--- src/rtl/flash_rom_loader.sv ---
`timescale 1ns/1ps
// Boot copier: streams LEN flash bytes into SRAM as 16-bit words and keeps the Z80 in reset until done.
// Latency: 2+FLASH_WAIT cycles per byte, plus 1 request cycle and the arbiter ack delay per word.
// Backpressure: holds w_req with stable addr/data/be until w_ack; flash access is paused meanwhile.
module flash_rom_loader #(
    parameter logic [21:0] SRC_BASE   = 22'h000000,
    parameter logic [17:0] DST_BASE   = 18'h00000,
    parameter int unsigned LEN        = 16384,
    parameter int unsigned FLASH_WAIT = 3,
    parameter bit          AUTOSTART  = 1'b1
) (
    input  logic        zclk,
    input  logic        rst,
    input  logic        start,
    output logic [21:0] flash_a,
    output logic        flash_ce_n,
    output logic        flash_oe_n,
    input  logic [7:0]  flash_d,
    output logic        w_req,
    output logic [17:0] w_addr,
    output logic [15:0] w_data,
    output logic [1:0]  w_be,
    input  logic        w_ack,
    output logic        cpu_hold,
    output logic        busy,
    output logic        done,
    output logic [15:0] checksum
);

    typedef enum logic [2:0] {
        S_IDLE, S_FADDR, S_FWAIT, S_FLATCH, S_WREQ, S_DONE
    } state_t;

    localparam logic [16:0] LEN_C     = 17'(LEN);
    localparam bit          HAS_WAIT  = (FLASH_WAIT != 0);
    localparam logic [15:0] WAIT_LAST = (FLASH_WAIT > 0) ? 16'(FLASH_WAIT - 1) : 16'd0;

    state_t      state_q, state_d;
    logic [15:0] i_q, i_d;
    logic [15:0] wait_q, wait_d;
    logic [21:0] flash_a_q, flash_a_d;
    logic        flash_en_n_q, flash_en_n_d;  // CE and OE always move together
    logic        w_req_q, w_req_d;
    logic [17:0] w_addr_q, w_addr_d;
    logic [15:0] w_data_q, w_data_d;
    logic [1:0]  w_be_q, w_be_d;
    logic        cpu_hold_q, cpu_hold_d;
    logic        busy_q, busy_d;
    logic        done_q, done_d;
    logic [15:0] checksum_q, checksum_d;

    logic [15:0] i_inc;
    logic        more;
    logic        go;

    assign i_inc = i_q + 16'd1;
    assign more  = (({1'b0, i_q} + 17'd1) < LEN_C);

    // Next-state and registered-output computation for the copy sequencer
    always_comb begin
        state_d      = state_q;
        i_d          = i_q;
        wait_d       = wait_q;
        flash_a_d    = flash_a_q;
        flash_en_n_d = flash_en_n_q;
        w_req_d      = w_req_q;
        w_addr_d     = w_addr_q;
        w_data_d     = w_data_q;
        w_be_d       = w_be_q;
        cpu_hold_d   = cpu_hold_q;
        busy_d       = busy_q;
        done_d       = done_q;
        checksum_d   = checksum_q;
        go           = 1'b0;

        case (state_q)
            S_IDLE: go = AUTOSTART || start;
            S_DONE: go = start;
            S_FADDR: begin
                if (HAS_WAIT) begin
                    state_d = S_FWAIT;
                    wait_d  = 16'd0;
                end else begin
                    state_d = S_FLATCH;
                end
            end
            S_FWAIT: begin
                if (wait_q == WAIT_LAST) state_d = S_FLATCH;
                else                     wait_d  = wait_q + 16'd1;
            end
            S_FLATCH: begin
                checksum_d = checksum_q + {8'h00, flash_d};
                // Even byte clears the upper lane so an odd-length tail writes zero there
                if (i_q[0]) w_data_d[15:8] = flash_d;
                else        w_data_d       = {8'h00, flash_d};
                if (!i_q[0] && more) begin
                    i_d       = i_inc;
                    flash_a_d = SRC_BASE + {6'b0, i_inc};
                    state_d   = S_FADDR;
                end else begin
                    state_d      = S_WREQ;
                    flash_en_n_d = 1'b1;
                    w_req_d      = 1'b1;
                    w_addr_d     = DST_BASE + {3'b0, i_q[15:1]};
                    w_be_d       = i_q[0] ? 2'b11 : 2'b01;
                end
            end
            S_WREQ: begin
                if (w_ack) begin
                    w_req_d = 1'b0;
                    if (more) begin
                        i_d          = i_inc;
                        flash_a_d    = SRC_BASE + {6'b0, i_inc};
                        flash_en_n_d = 1'b0;
                        state_d      = S_FADDR;
                    end else begin
                        state_d    = S_DONE;
                        busy_d     = 1'b0;
                        done_d     = 1'b1;
                        cpu_hold_d = 1'b0;
                    end
                end
            end
            default: state_d = S_IDLE;
        endcase

        // Launch (or relaunch) a copy; an empty image finishes immediately
        if (go) begin
            checksum_d = 16'h0000;
            if (LEN_C == 17'd0) begin
                state_d    = S_DONE;
                busy_d     = 1'b0;
                done_d     = 1'b1;
                cpu_hold_d = 1'b0;
            end else begin
                state_d      = S_FADDR;
                i_d          = 16'd0;
                flash_a_d    = SRC_BASE;
                flash_en_n_d = 1'b0;
                busy_d       = 1'b1;
                done_d       = 1'b0;
                cpu_hold_d   = 1'b1;
            end
        end
    end

    // State and output registers with synchronous reset
    always_ff @(posedge zclk) begin
        if (rst) begin
            state_q      <= S_IDLE;
            i_q          <= 16'd0;
            wait_q       <= 16'd0;
            flash_a_q    <= 22'd0;
            flash_en_n_q <= 1'b1;
            w_req_q      <= 1'b0;
            w_addr_q     <= 18'd0;
            w_data_q     <= 16'd0;
            w_be_q       <= 2'b00;
            cpu_hold_q   <= 1'b1;
            busy_q       <= 1'b0;
            done_q       <= 1'b0;
            checksum_q   <= 16'd0;
        end else begin
            state_q      <= state_d;
            i_q          <= i_d;
            wait_q       <= wait_d;
            flash_a_q    <= flash_a_d;
            flash_en_n_q <= flash_en_n_d;
            w_req_q      <= w_req_d;
            w_addr_q     <= w_addr_d;
            w_data_q     <= w_data_d;
            w_be_q       <= w_be_d;
            cpu_hold_q   <= cpu_hold_d;
            busy_q       <= busy_d;
            done_q       <= done_d;
            checksum_q   <= checksum_d;
        end
    end

    assign flash_a    = flash_a_q;
    assign flash_ce_n = flash_en_n_q;
    assign flash_oe_n = flash_en_n_q;
    assign w_req      = w_req_q;
    assign w_addr     = w_addr_q;
    assign w_data     = w_data_q;
    assign w_be       = w_be_q;
    assign cpu_hold   = cpu_hold_q;
    assign busy       = busy_q;
    assign done       = done_q;
    assign checksum   = checksum_q;

endmodule

--- config.mk ---
export PLATFORM = sky130hd
export DESIGN_NAME = flash_rom_loader
export DESIGN_NICKNAME = d
export VERILOG_FILES = /design/src/rtl/flash_rom_loader.sv
export SDC_FILE = /design/constraint.sdc
export NUM_CORES = 1
export LEC_CHECK = 0
export ABC_CLOCK_PERIOD_IN_PS = 8250
export BUFFER_PORTS_ARGS = -buffer_cell sky130_fd_sc_hd__buf_2
export CAP_MARGIN = 0
export CORE_ASPECT_RATIO = 1.25
export CORE_MARGIN = 1.5
export CORE_UTILIZATION = 59
export CTS_CLUSTER_SIZE = 10
export DETAILED_ROUTE_END_ITERATION = 8
export PLACE_DENSITY = 0.85
export SYNTH_ARGS = -nofsm -noshare
export SYNTH_HDL_FRONTEND = slang
export SYNTH_SLANG_ARGS = --single-unit
--- constraint.sdc ---
create_clock -name zclk -period 8.25 [get_ports zclk]
set_clock_uncertainty 0.15 [all_clocks]
set_input_delay 2.475 -clock zclk [delete_from_list [all_inputs] [get_ports zclk]]
set_output_delay 2.475 -clock zclk [all_outputs]
set_load 0.02 [all_outputs]
Word-level counts from Yosys, hierarchy flattened
Index checks and enable logic that the tools add are counted.
{ "word_totals": {"ff_bits": 111, "output_inout_bits": 80, "n_memories": 0, "ram_bits": 0, "mem_bits_ro": 0, "latchBits": 0, "wordCells": 92, "input_bits": 12} }
{ "classes": {"magnitude_cmp": 1, "n_eq_ne": 18, "mul": 0, "div_mod_pow": 0, "shifts": 0, "n_mux": 30, "addsub": 4, "n_reduce_logical": 20, "n_bitwise": 4} }
{ "op_table": {"columns": ["op", "count"], "rows": [
  ["two-way mux 22 bit", 3],
  ["two-way mux 16 bit", 4],
  ["one-hot mux 16 bit (2 select lines)", 2],
  ["one-hot mux 22 bit (2 select lines)", 1],
  ["adder 16 x 1 -> 16 bit (second input constant)", 2],
  ["adder 16 x 1 -> 17 bit (second input constant)", 1],
  ["< comparator 17 x 15 -> 1 bit (second input constant)", 1],
  ["adder 16 x 8 -> 16 bit", 1],
  ["equality test 16 x 2 -> 1 bit (second input constant)", 1],
  ["one-hot mux 3 bit (5 select lines)", 1],
  ["AND reduction 3 bit", 5],
  ["two-way mux 3 bit", 4],
  ["inequality test 2 bit (second input constant)", 6],
  ["inequality test 3 bit (second input constant)", 4],
  ["two-way mux 1 bit", 10],
  ["two-way mux 8 bit", 1],
  ["AND reduction 4 bit", 2],
  ["nonzero test 2 bit", 4],
  ["equality test 3 x 2 -> 1 bit (second input constant)", 2],
  ["equality test 3 bit (second input constant)", 2],
  ["one-hot mux 1 bit (2 select lines)", 3],
  ["AND reduction 2 bit", 3],
  ["inequality test 2 x 1 -> 1 bit (second input constant)", 2],
  ["NOT 1 bit", 4],
  ["7 further kinds", 8]
]} }

Depth between registers and ports, before layout
Gate-level depths: netlist of the first run.
{ "logic_depth": {"ltp_word": 6, "depth_mapped": 8, "ltp_nobuf": 8} }

Worst setup path after synthesis of the first run
Ideal clock, no wire load.
{ "synth_timing": {"path_kind": "input port to flip-flop", "startpoint": "input port flash_d[1]", "endpoint": "register checksum_q[9], in the netlist checksum[9]", "setup_slack_ns": 3.744, "arrival_ns": 4.224, "path_buffers": 0, "path_stages": 6, "cell_sequence": "ha_1 a211oi_1 o21bai_1 a2111oi_1 or4_1 a21oi_1"} }
{ "synth_via": {"elab_chain_cells": 1} }
{ "synth_rtl": {"columns": ["item", "line_no", "text"], "rows": [
  ["from (decl)", "18", "input logic [7:0] flash_d,"],
  ["adder 16 x 8 -> 16 bit", "92", "checksum_d = checksum_q + {8'h00, flash_d};"],
  ["to (signal assigned)", "176", "checksum_q <= checksum_d;"],
  ["to (decl)", "50", "logic [15:0] checksum_q, checksum_d;"]
]} }
No other way between the ends.
A chain may end at the register's enable or synchronous reset.

Final worst setup path of the first run
{ "layout_timing": {"startpoint": "input port flash_d[1]", "endpoint": "register checksum_q[11], in the netlist checksum[11]"} }
The elaborated chain is that of the path after synthesis.

==> results of run 1 <==
==> flip-flops by register name (all words and copies together) (netlist names) <==
| register | count |
|---|---|
| w_req | 1 |
| wait_q | 16 |
| cpu_hold | 1 |
| w_addr | 15 |
| state_q | 3 |
| i_q | 16 |
| busy | 1 |
| w_data | 16 |
| done | 1 |
| checksum | 16 |
| flash_ce_n | 1 |
| w_be | 2 |
==> through the flow <==
step	hold slack [ns]	cell area, sq um	power (mW)	util, %
after floorplan	0.302	4390	0.531	-
after global placement	0.283	4650	0.547	65.8
after detailed placement	0.285	4650	0.549	65.8
after CTS	0.298	4840	0.834	68.5
after global routing	0.320	4840	0.866	68.5
final	0.295	4840	0.831	68.5
==> worst max path at each step <==
stage | startpoint | endpoint | slack (ns) | cells past startpoint
2_1_floorplan | flash_d[1] | checksum[9] | 3.74 | 6
3_3_place_gp | flash_d[1] | checksum[11] | 3.39 | 7
3_5_place_dp | flash_d[1] | checksum[11] | 3.28 | 7
4_1_cts | flash_d[1] | checksum[11] | 3.61 | 7
5_1_grt | flash_d[1] | checksum[9] | 3.49 | 7
6_report | flash_d[1] | checksum[11] | 3.60 | 7
==> per-layer routing <==
metal / vias up / global-route usage [%] / part of all wire, %
li1: 1956 / - / -
met1: 1861 / 32.4 / 42
met2: 125 / 42.8 / 50
met3: 18 / 4.63 / 6.2
met4: 0 / 11.1 / 1.8
met5: - / 0 / 0
==> synthesized netlist by cell type (2+ instances only) <==
library cell  count
nor4_1            8
bufbuf_16         2
o21a_1            3
and2_1            5
xor2_1            8
buf_4            10
or3_1            10
o21ai_0          25
a21oi_1          53
mux2i_1          16
or3_2             3
o31ai_1           5
clkbuf_8          3
inv_1            14
nor3_1            8
a2111oi_0         2
or4_1            12
or2_2             3
clkbuf_1         18
nand4bb_1         2
and4bb_2          2
nand4_1          11
xnor2_1           7
a211oi_1          7
o22ai_1           2
nor2b_1           2
ha_1             11
and3_1            2
nand2_1          53
o41ai_1           4
o211ai_1          3
dfxtp_1          89
nor2_1           54
nand4b_1          2
nand3b_1          2
nand3_1          28
buf_2             2
==> cell type report <==
class | instances | area (sq um)
multi-input combinational | 380 | 2270
fill | 597 | 2230
sequential | 89 | 1780
timing repair buffer | 85 | 433
clock buffer | 11 | 131
tap | 90 | 113
clock inverter | 5 | 56.3
inverter | 14 | 52.6
==> power by group through the flow <==
stage,sequential (mW),clock [mW],combinational [mW]
4_1_cts,0.446,0.295,0.0931
3_3_place_gp,0.456,0,0.0907
3_5_place_dp,0.456,0,0.0927
2_1_floorplan,0.456,0,0.0751
5_1_grt,0.448,0.314,0.103
6_report,0.446,0.291,0.0935
==> cell families after synthesis <==
group	after synthesis	synth area share [%]
compound gates	114	15.5
other cells	1	0.0861
fa+ha+maj	12	3.62
buf+inv	52	7.73
xor+xnor	15	3.02
flops	89	40.9
mux	17	3.93
simple gates	213	25.2
==> worst max-delay path, stage by stage <==
cell	delay, ns
buf_2	0.13
ha_1	0.30
a211oi_1	0.31
o21bai_1	0.14
a2111oi_1	1.04
o21ai_0	0.22
a21oi_1	0.17
==> impl_metrics.sql, run 1 <==
INSERT INTO impl_metrics (metric_group, metric, value, unit) VALUES
('yosys', 'synthesis.area_per_instance', '8.49', 'sq um'),
('worst_setup_path', 'rr_worst_depth', '6', ''),
('die', 'floorplan.initialDensity', '61.7', '%'),
('worst_setup_path', 'reg2reg_launch_point', 'i_q[0]', ''),
('final_layout', 'highest_count_cells_in_the_layout_ignoring_fill_and_taps', 'dfxtp_1 (89), buf_2 (82), nor2_1 (54)', ''),
('sta', 'min_period_over_period', '56.4', '%'),
('yosys', 'yosysWarnings', '0', ''),
('outcome', 'status', 'complete, no violations', ''),
('sta', 'slew_worst_pin', '1.31', 'ns'),
('sta', 'setup_tns', '0', 'ns'),
('route', 'ant_nets', '0', ''),
('sta', 'grt_setup_unrepaired', 'false', ''),
('route', 'routed_wire_per_std_cell', '14.6', 'microns'),
('sta', 'final_worst_setup_slack', '3.60', 'ns'),
('final_layout', 'finalNetCount', '603', ''),
('sta', 'highest_clock_rate', '0.215', 'GHz'),
('power', 'cellLeakagePower', '1.97', 'nW'),
('power', 'vdd_ir_drop_max', '0.119', 'mV'),
('placed_design', 'placement.io_buffers', '82', ''),
('cts', 'number_of_resized_instances_in_the_post_cts_repair_step', '0', ''),
('global_route', 'first_global_vias', '3623', ''),
('worst_setup_path', 'critical_path_class', 'in -> reg', ''),
('worst_hold_path', 'holdCritPathClass', 'reg -> reg', ''),
('power', 'p_int', '604', 'uW'),
('sta', 'timing.final.crit_period', '4.65', 'ns'),
('final_layout', 'antennaDiodeCount', '0', ''),
('yosys', 'netlist_instances', '513', ''),
('die', 'die_w', '79.9', 'microns'),
('power', 'share_comb_of_total_power', '11.2', '%'),
('global_route', 'antenna_found_initial', '0', ''),
('worst_hold_path', 'hold_path.startpoint', 'w_be[0]', ''),
('final_layout', 'final_common_cell', 'dfxtp_1', ''),
('route', 'dr_total_vias', '3960', ''),
('placed_design', 'place_ws', '3.28', 'ns'),
('route', 'drt_pass1_iterations', '5', ''),
('cts', 'clkSlewWorstSetupHoldPaths', '0.09', 'ns'),
('power', 'power_frac_clock', '35.0', '%'),
('cts', 'cts-root-buf', 'clkbuf_8', ''),
('worst_setup_path', 'crit_path_required_time', '8.38', 'ns'),
('global_route', 'grt_max_degree', '45', ''),
('global_route', 'gr-usage-all-layers', '25.7', '%'),
('placed_design', 'post-place-cells', '658', ''),
('worst_setup_path', 'reg2reg_to', 'i_q[6]', ''),
('yosys', 'netlist_area', '0.00436', 'sq mm'),
('worst_setup_path', 'critPathLaunchType', 'input port', ''),
('yosys', 'yosys_register_bits', '89', ''),
('cts', 'post_cts_buffers', '0', ''),
('yosys', 'synth_seq_area_share', '40.9', '%'),
('worst_setup_path', 'worstPathMaxFanout', '8', ''),
('yosys', 'post_synth_main_area_contributors', 'dfxtp_1 (41%), a21oi_1 (6.1%), nor2_1 (4.7%), nand2_1 (4.6%), mux2i_1 (3.7%)', ''),
('sta', 'final-setup-viol-count', '0', ''),
('yosys', 'post_synth_num_cell_types', '59', ''),
('worst_hold_path', 'worst_hold_path.num_cells', '2', ''),
('cts', 'clock_sink_count', '89', ''),
('global_route', 'grt_pass1_wl', '16300', 'microns'),
('cts', 'insertion_delay', '0.35', 'ns'),
('die', 'core.rowCount', '34', ''),
('route', 'wl', '9850', 'microns'),
('cts', 'cts.hold.buffers_added', '0', ''),
('worst_setup_path', 'ff2ff_setup_slack', '4.49', 'ns'),
('yosys', 'yosysTopAreaCell', 'dfxtp_1', ''),
('yosys', 'count_of_flip_flops_with_a_built_in_enable_after_synthesis', '0', ''),
('worst_setup_path', 'worst-endpoint-arrival', '4.79', 'ns'),
('sta', 'total_count_of_max_transition_violations_in_the_final_report', '0', ''),
('sta', 'finalHoldViolations', '0', ''),
('placed_design', 'dp_hpwl', '6850', 'microns'),
('yosys', 'ys_dominant_reg_cell', 'dfxtp_1', ''),
('cts', 'cts_tree', 'built', ''),
('final_layout', 'layout-drive-gt1-share', '19.2', '%'),
('route', 'vias_cell', '5.88', ''),
('final_layout', 'synthToLayoutAreaGrowth', '11.0', '%');
Note: power is estimated with default switching activity, not from simulation.
==> run 2, diff against run 1 <==
- ABC_CLOCK_PERIOD_IN_PS: 8250 -> 4750
- CORE_UTILIZATION: 59 -> 55
- PLACE_DENSITY: 0.85 -> 0.8
- clock period: 8.25 -> 4.75 ns (I/O delays scaled with it)
==> run 2 against run 1 <==
Sequential cell count unchanged. Sequential share of layout area decreased by 0.52 points. First-iteration DRC count decreased by 3.9%. Critical endpoint is now i_q[2]. Clock-buffer cell count decreased by 1. Setup slack got worse by 2.2 ns. Cell count increased by 1.2%. Design area increased by 1.4%. Die area increased by 7.0%. Register-to-register slack got worse by 3.1 ns. Sequential power increased by 74%.
==> impl_metrics.sql, run 2 (synthesis results as in run 1) <==
INSERT INTO impl_metrics (metric_group, metric, value, unit) VALUES
('route', 'routed_wire_per_std_cell', '15.0', 'microns'),
('route', 'ant_nets', '0', ''),
('sta', 'finalHoldViolations', '0', ''),
('power', 'power_per_cell_area', '312', 'mW/mm^2'),
('outcome', 'status', 'complete, no violations', ''),
('die', 'floorplan.initialDensity', '56.2', '%'),
('worst_setup_path', 'timing.critical_path.from', 'i_q[0]', ''),
('worst_setup_path', 'critical_path.top_delay_family', 'simple AND/OR/NAND/NOR gates', ''),
('worst_setup_path', 'worstSetupEndpoint', 'i_q[2]', ''),
('final_layout', 'highest_count_cells_in_the_layout_ignoring_fill_and_taps', 'dfxtp_1 (89), buf_2 (82), nor2_1 (54)', ''),
('final_layout', 'synthToLayoutAreaGrowth', '12.6', '%'),
('die', 'floorplan.core_area', '0.00775', 'sq mm'),
('worst_setup_path', 'worstPathCellList', 'ha_1 -> nand4_1 -> nor4_4 -> mux2i_1 -> buf_4 -> or3_2 -> a21oi_1', ''),
('worst_setup_path', 'worstPathMaxFanout', '19', ''),
('die', 'die_h', '103', 'microns'),
('global_route', 'grt_overflow_total', '0', ''),
('route', 'wl', '10200', 'microns'),
('power', 'fin_total_pwr', '1.53', 'mW'),
('worst_setup_path', 'element_type_at_the_critical_path_end', 'register', ''),
('final_layout', 'final_common_cell', 'dfxtp_1', ''),
('job', 'maxCapViolations', '0', ''),
('final_layout', 'antennaDiodeCount', '0', ''),
('global_route', 'grt_pass1_wl', '16300', 'microns'),
('placed_design', 'post-place-cells', '665', ''),
('cts', 'clock_sink_count', '89', ''),
('global_route', 'first_global_vias', '3623', ''),
('sta', 'final_worst_setup_slack', '1.37', 'ns'),
('route', 'drt-initial-drc-count', '224', ''),
('worst_setup_path', 'critical_path_class', 'reg -> reg', ''),
('cts', 'clock_tree.buffer_depth', '2', ''),
('cts', 'number_of_resized_instances_in_the_post_cts_repair_step', '0', ''),
('cts', 'cts_buffers', '9', ''),
('worst_setup_path', 'ff2ff_setup_slack', '1.37', 'ns'),
('cts', 'cts-root-buf', 'clkbuf_8', ''),
('power', 'switching_share_of_total_power', '26.8', '%'),
('sta', 'grt_setup_unrepaired', 'false', ''),
('placed_design', 'detailed_place.area', '0.00467', 'sq mm'),
('sta', 'final-setup-viol-count', '0', ''),
('worst_setup_path', 'critical-path-slowest-cell', 'dfxtp_1', ''),
('route', 'drc_errors', '0', ''),
('placed_design', 'dp_hpwl', '7210', 'microns'),
('sta', 'min_period_over_period', '71.1', '%'),
('placed_design', 'placement.io_buffers', '82', ''),
('worst_setup_path', 'cp_slowest_stage_delay', '0.79', 'ns'),
('die', 'die_w', '82.6', 'microns'),
('worst_hold_path', 'holdCritPathClass', 'reg -> reg', ''),
('power', 'vdd_ir_drop_max', '0.197', 'mV'),
('sta', 'slew_worst_pin', '0.821', 'ns'),
('cts', 'clkSlewWorstSetupHoldPaths', '0.09', 'ns'),
('final_layout', 'final_util', '63.3', '%'),
('sta', 'timing.final.crit_period', '3.38', 'ns'),
('worst_setup_path', 'timing.critical_path.buf_inv', '1', ''),
('sta', 'highest_clock_rate', '0.296', 'GHz'),
('route', 'dr_total_vias', '3993', ''),
('global_route', 'antenna_found_initial', '0', ''),
('final_layout', 'finalNetCount', '606', ''),
('power', 'share_comb_of_total_power', '10.7', '%'),
('route', 'drt_pass1_iterations', '5', ''),
('final_layout', 'fin_cells', '682', ''),
('worst_setup_path', 'reg2reg_to', 'i_q[2]', ''),
('sta', 'total_count_of_max_transition_violations_in_the_final_report', '0', ''),
('die', 'core.rowCount', '36', ''),
('die', 'design.portCount', '92', ''),
('worst_setup_path', 'reg2reg_launch_point', 'i_q[0]', ''),
('cts', 'cts_tree', 'built', ''),
('final_layout', 'postLayoutCellArea', '0.00490', 'sq mm'),
('placed_design', 'routabilityCongestion', '0.874', ''),
('final_layout', 'layout-drive-gt1-share', '19.9', '%'),
('cts', 'cts.hold.buffers_added', '0', ''),
('worst_setup_path', 'rr_worst_depth', '7', ''),
('global_route', 'grt_max_degree', '45', ''),
('worst_setup_path', 'critPathLaunchType', 'register', ''),
('sta', 'hold_ws', '0.295', 'ns'),
('cts', 'clock_tree.htree_level_count', '3', ''),
('power', 'seq_power_share', '50.7', '%'),
('sta', 'slew-limit-headroom', '45.3', '%'),
('worst_setup_path', 'worst-endpoint-arrival', '3.53', 'ns'),
('power', 'cellLeakagePower', '2.00', 'nW'),
('global_route', 'gr-usage-all-layers', '25.0', '%'),
('placed_design', 'place_ws', '1.21', 'ns'),
('worst_setup_path', 'path_depth', '7', ''),
('sta', 'setup_tns', '0', 'ns'),
('die', 'floorplan.die_area', '0.00847', 'sq mm'),
('power', 'switch_pwr', '411', 'uW'),
('power', 'p_int', '1.12', 'mW'),
('cts', 'post_cts_buffers', '0', ''),
('route', 'vias_cell', '5.85', ''),
('worst_setup_path', 'crit_path_required_time', '4.90', 'ns'),
('power', 'power_frac_clock', '38.5', '%'),
('cts', 'insertion_delay', '0.37', 'ns');
==> run 2: worst register-to-register path, cell delays in order, from the launching register on <==
cell,delay (ns)
dfxtp_1,0.79
ha_1,0.44
nand4_1,0.24
nor4_4,0.54
mux2i_1,0.28
buf_4,0.25
or3_2,0.45
a21oi_1,0.17
==> run 2: power groups by stage <==
stage	Combinational, mW	Sequential [mW]	Clock (mW)
detailed placement	0.164	0.793	0
CTS	0.164	0.776	0.598
global placement	0.160	0.792	0
finish	0.164	0.776	0.590
global route	0.184	0.779	0.624
floorplan	0.130	0.792	0
==> run 2: how the worst min path moves through the flow <==
stage / startpoint / to / slack [ns] / depth (start not counted)
3_3_place_gp: w_be[0] / w_be[0] / 0.28 / 2
3_5_place_dp: w_be[0] / w_be[0] / 0.29 / 2
4_1_cts: w_be[0] / w_be[0] / 0.30 / 2
6_report: w_be[0] / w_be[0] / 0.30 / 2
5_1_grt: w_data[11] / w_data[11] / 0.33 / 2
2_1_floorplan: wait_q[15] / wait_q[15] / 0.30 / 2
==> run 2: layout make-up <==
type | instances | area (sq um)
clock buffers | 10 | 138
fillers | 698 | 2840
flip-flops and latches | 89 | 1780
multi-input cells | 380 | 2270
well taps | 95 | 119
repair buffers | 88 | 455
clock inverters | 6 | 90.1
inverters | 14 | 52.6
==> run 2: routing by layer <==
layer | track usage [%] | part of all wire [%] | vias up
met1 | 30.6 | 42 | 1898
li1 | - | - | 1959
met2 | 40.8 | 50 | 115
met3 | 4.25 | 5.2 | 21
met4 | 15.1 | 2.2 | 0
met5 | 0 | 0 | -
==> run 3, diff against run 2 <==
- ABC_CLOCK_PERIOD_IN_PS: 4750 -> 3150
- clock period: 4.75 -> 3.15 ns (I/O delays scaled with it)
==> run 3 against run 2 <==
Sequential share of layout area increased by 0.19 points. Setup slack got worse by 0.91 ns. Global-route usage increased by 0.82 points. Hold slack improved by 0.0070 ns. Critical endpoint is now checksum[14]. Critical path type is now in -> reg. Clock power increased by 13%. Combinational power increased by 60%. Clock-buffer cell count unchanged.
==> impl_metrics.sql, run 3 (synthesis results as in run 1) <==
INSERT INTO impl_metrics (metric_group, metric, value, unit) VALUES
('outcome', 'status', 'complete, no violations', ''),
('cts', 'cts_tree', 'built', ''),
('worst_setup_path', 'ff2ff_setup_slack', '0.67', 'ns'),
('sta', 'finalHoldViolations', '0', ''),
('global_route', 'first_global_vias', '3803', ''),
('sta', 'slew-limit-headroom', '42.8', '%'),
('sta', 'highest_clock_rate', '0.373', 'GHz'),
('worst_setup_path', 'worstPathMaxFanout', '8', ''),
('sta', 'total_count_of_max_transition_violations_in_the_final_report', '0', ''),
('global_route', 'grt_overflow_total', '0', ''),
('die', 'die_h', '103', 'microns'),
('worst_setup_path', 'timing.critical_path.from', 'flash_d[0]', ''),
('final_layout', 'antennaDiodeCount', '0', ''),
('die', 'design.portCount', '92', ''),
('final_layout', 'final_common_cell', 'dfxtp_1', ''),
('route', 'drt-initial-drc-count', '288', ''),
('cts', 'clock_tree.buffer_depth', '2', ''),
('worst_setup_path', 'crit_path_required_time', '3.30', 'ns'),
('power', 'vdd_ir_drop_max', '0.334', 'mV'),
('route', 'vias_cell', '5.76', ''),
('placed_design', 'dp_hpwl', '7410', 'microns'),
('power', 'power_per_cell_area', '430', 'mW/mm^2'),
('sta', 'min_period_over_period', '85.2', '%'),
('cts', 'clock_sink_count', '89', ''),
('sta', 'timing.final.crit_period', '2.68', 'ns'),
('cts', 'insertion_delay', '0.37', 'ns'),
('final_layout', 'final_util', '63.0', '%'),
('global_route', 'grt_pass1_wl', '17000', 'microns'),
('placed_design', 'routabilityCongestion', '0.895', ''),
('worst_hold_path', 'holdCritPathClass', 'reg -> reg', ''),
('worst_setup_path', 'reg2reg_to', 'w_addr[6]', ''),
('die', 'floorplan.die_area', '0.00847', 'sq mm'),
('sta', 'grt_setup_unrepaired', 'false', ''),
('sta', 'setup_tns', '0', 'ns'),
('global_route', 'grt.met3_usage', '4.60', '%'),
('worst_setup_path', 'critical_path_class', 'in -> reg', ''),
('global_route', 'grtUsageMet2', '43.8', '%'),
('cts', 'cts_buffers', '9', ''),
('route', 'ant_nets', '0', ''),
('job', 'maxCapViolations', '0', ''),
('worst_setup_path', 'critPathLaunchType', 'input port', ''),
('die', 'core.rowCount', '36', ''),
('placed_design', 'placement.io_buffers', '82', ''),
('route', 'routed_wire_per_std_cell', '14.9', 'microns'),
('final_layout', 'highest_count_cells_in_the_layout_ignoring_fill_and_taps', 'dfxtp_1 (89), buf_2 (82), nor2_1 (54)', ''),
('worst_setup_path', 'worstSetupEndpoint', 'checksum[14]', ''),
('worst_setup_path', 'element_type_at_the_critical_path_end', 'register', ''),
('worst_setup_path', 'reg2reg_launch_point', 'i_q[1]', ''),
('global_route', 'gr-usage-all-layers', '25.9', '%'),
('route', 'wl', '10300', 'microns'),
('power', 'cellLeakagePower', '2.00', 'nW'),
('cts', 'cts-root-buf', 'clkbuf_8', ''),
('cts', 'post_cts_buffers', '0', ''),
('global_route', 'antenna_found_initial', '0', ''),
('final_layout', 'layout-drive-gt1-share', '20.4', '%'),
('final_layout', 'finalNetCount', '613', ''),
('sta', 'final-setup-viol-count', '0', ''),
('final_layout', 'synthToLayoutAreaGrowth', '12.0', '%'),
('global_route', 'global_route.usage.met1', '30.7', '%'),
('cts', 'clkSlewWorstSetupHoldPaths', '0.08', 'ns'),
('die', 'floorplan.core_area', '0.00775', 'sq mm'),
('cts', 'cts.hold.buffers_added', '0', ''),
('route', 'drt_pass1_iterations', '5', ''),
('die', 'floorplan.initialDensity', '56.2', '%'),
('route', 'dr_total_vias', '3959', ''),
('cts', 'number_of_resized_instances_in_the_post_cts_repair_step', '0', ''),
('global_route', 'grt_max_degree', '31', ''),
('global_route', 'most_used_routing_layer', 'met2', ''),
('sta', 'slew_worst_pin', '0.855', 'ns'),
('route', 'drc_errors', '0', ''),
('worst_setup_path', 'worst-endpoint-arrival', '2.84', 'ns'),
('worst_setup_path', 'rr_worst_depth', '7', ''),
('cts', 'clock_tree.htree_level_count', '3', ''),
('die', 'die_w', '82.6', 'microns'),
('sta', 'final_worst_setup_slack', '0.466', 'ns'),
('placed_design', 'place_ws', '0.107', 'ns');
## run 3: changes by cell type in the layout (fill, tap and decap cells not counted), sizes merged
cell / delta
clkinv: +1
clkbuf: -1
bufinv: -2
inv: -1
buf: +8
## run 3: worst min-delay path by stage
stage / startpoint / end / cells after the start
floorplan: wait_q[15] / wait_q[15] / 2
global placement: w_be[0] / w_be[0] / 2
detailed placement: w_data[11] / w_data[11] / 2
CTS: w_data[11] / w_data[11] / 2
global route: w_data[11] / w_data[11] / 2
finish: w_data[11] / w_data[11] / 2
## run 3: cell type report
| type | instances | area (sq um) |
|---|---|---|
| sequential | 89 | 1780 |
| multi-input combinational | 380 | 2270 |
| tap | 95 | 119 |
| fill | 697 | 2870 |
| clock buffer | 10 | 128 |
| inverter | 14 | 52.6 |
| timing repair buffer | 95 | 508 |
| clock inverter | 4 | 22.5 |
## run 3: where the power goes
part	leakage [nW]	total [mW]	switching (mW)	internal (mW)
clock	0.0778	0.668	0.394	0.274
combinational	1.21	0.262	0.182	0.0804
sequential	0.718	1.17	0.0243	1.14
total	2.00	2.10	0.600	1.50
## run 3: worst max-delay path, stage by stage
cell and delay (ns):
buf_2 0.10, ha_1 0.19, inv_1 0.07, fa_1 0.40, nor2b_1 0.22, o31a_1 0.20, o22ai_1 0.19, or3_1 0.37
a21oi_1 0.14
## run 3: metal layers
layer | share of wire [%] | wire length [microns]
met5 | 0 | 0
met4 | 1.4 | 143
met3 | 5.6 | 578
met2 | 52 | 5290
met1 | 41 | 4250
## run 3: through the flow
| step | hold slack, ns | power (mW) | area (sq um) | std cells |
|---|---|---|---|---|
| after floorplan | 0.302 | 1.39 | 4390 | 521 |
| after global routing | 0.317 | 2.18 | 4880 | 687 |
| after CTS | 0.305 | 2.11 | 4880 | 687 |
| after global placement | 0.281 | 1.45 | 4730 | 673 |
| after detailed placement | 0.294 | 1.45 | 4730 | 673 |
| final | 0.302 | 2.10 | 4880 | 687 |
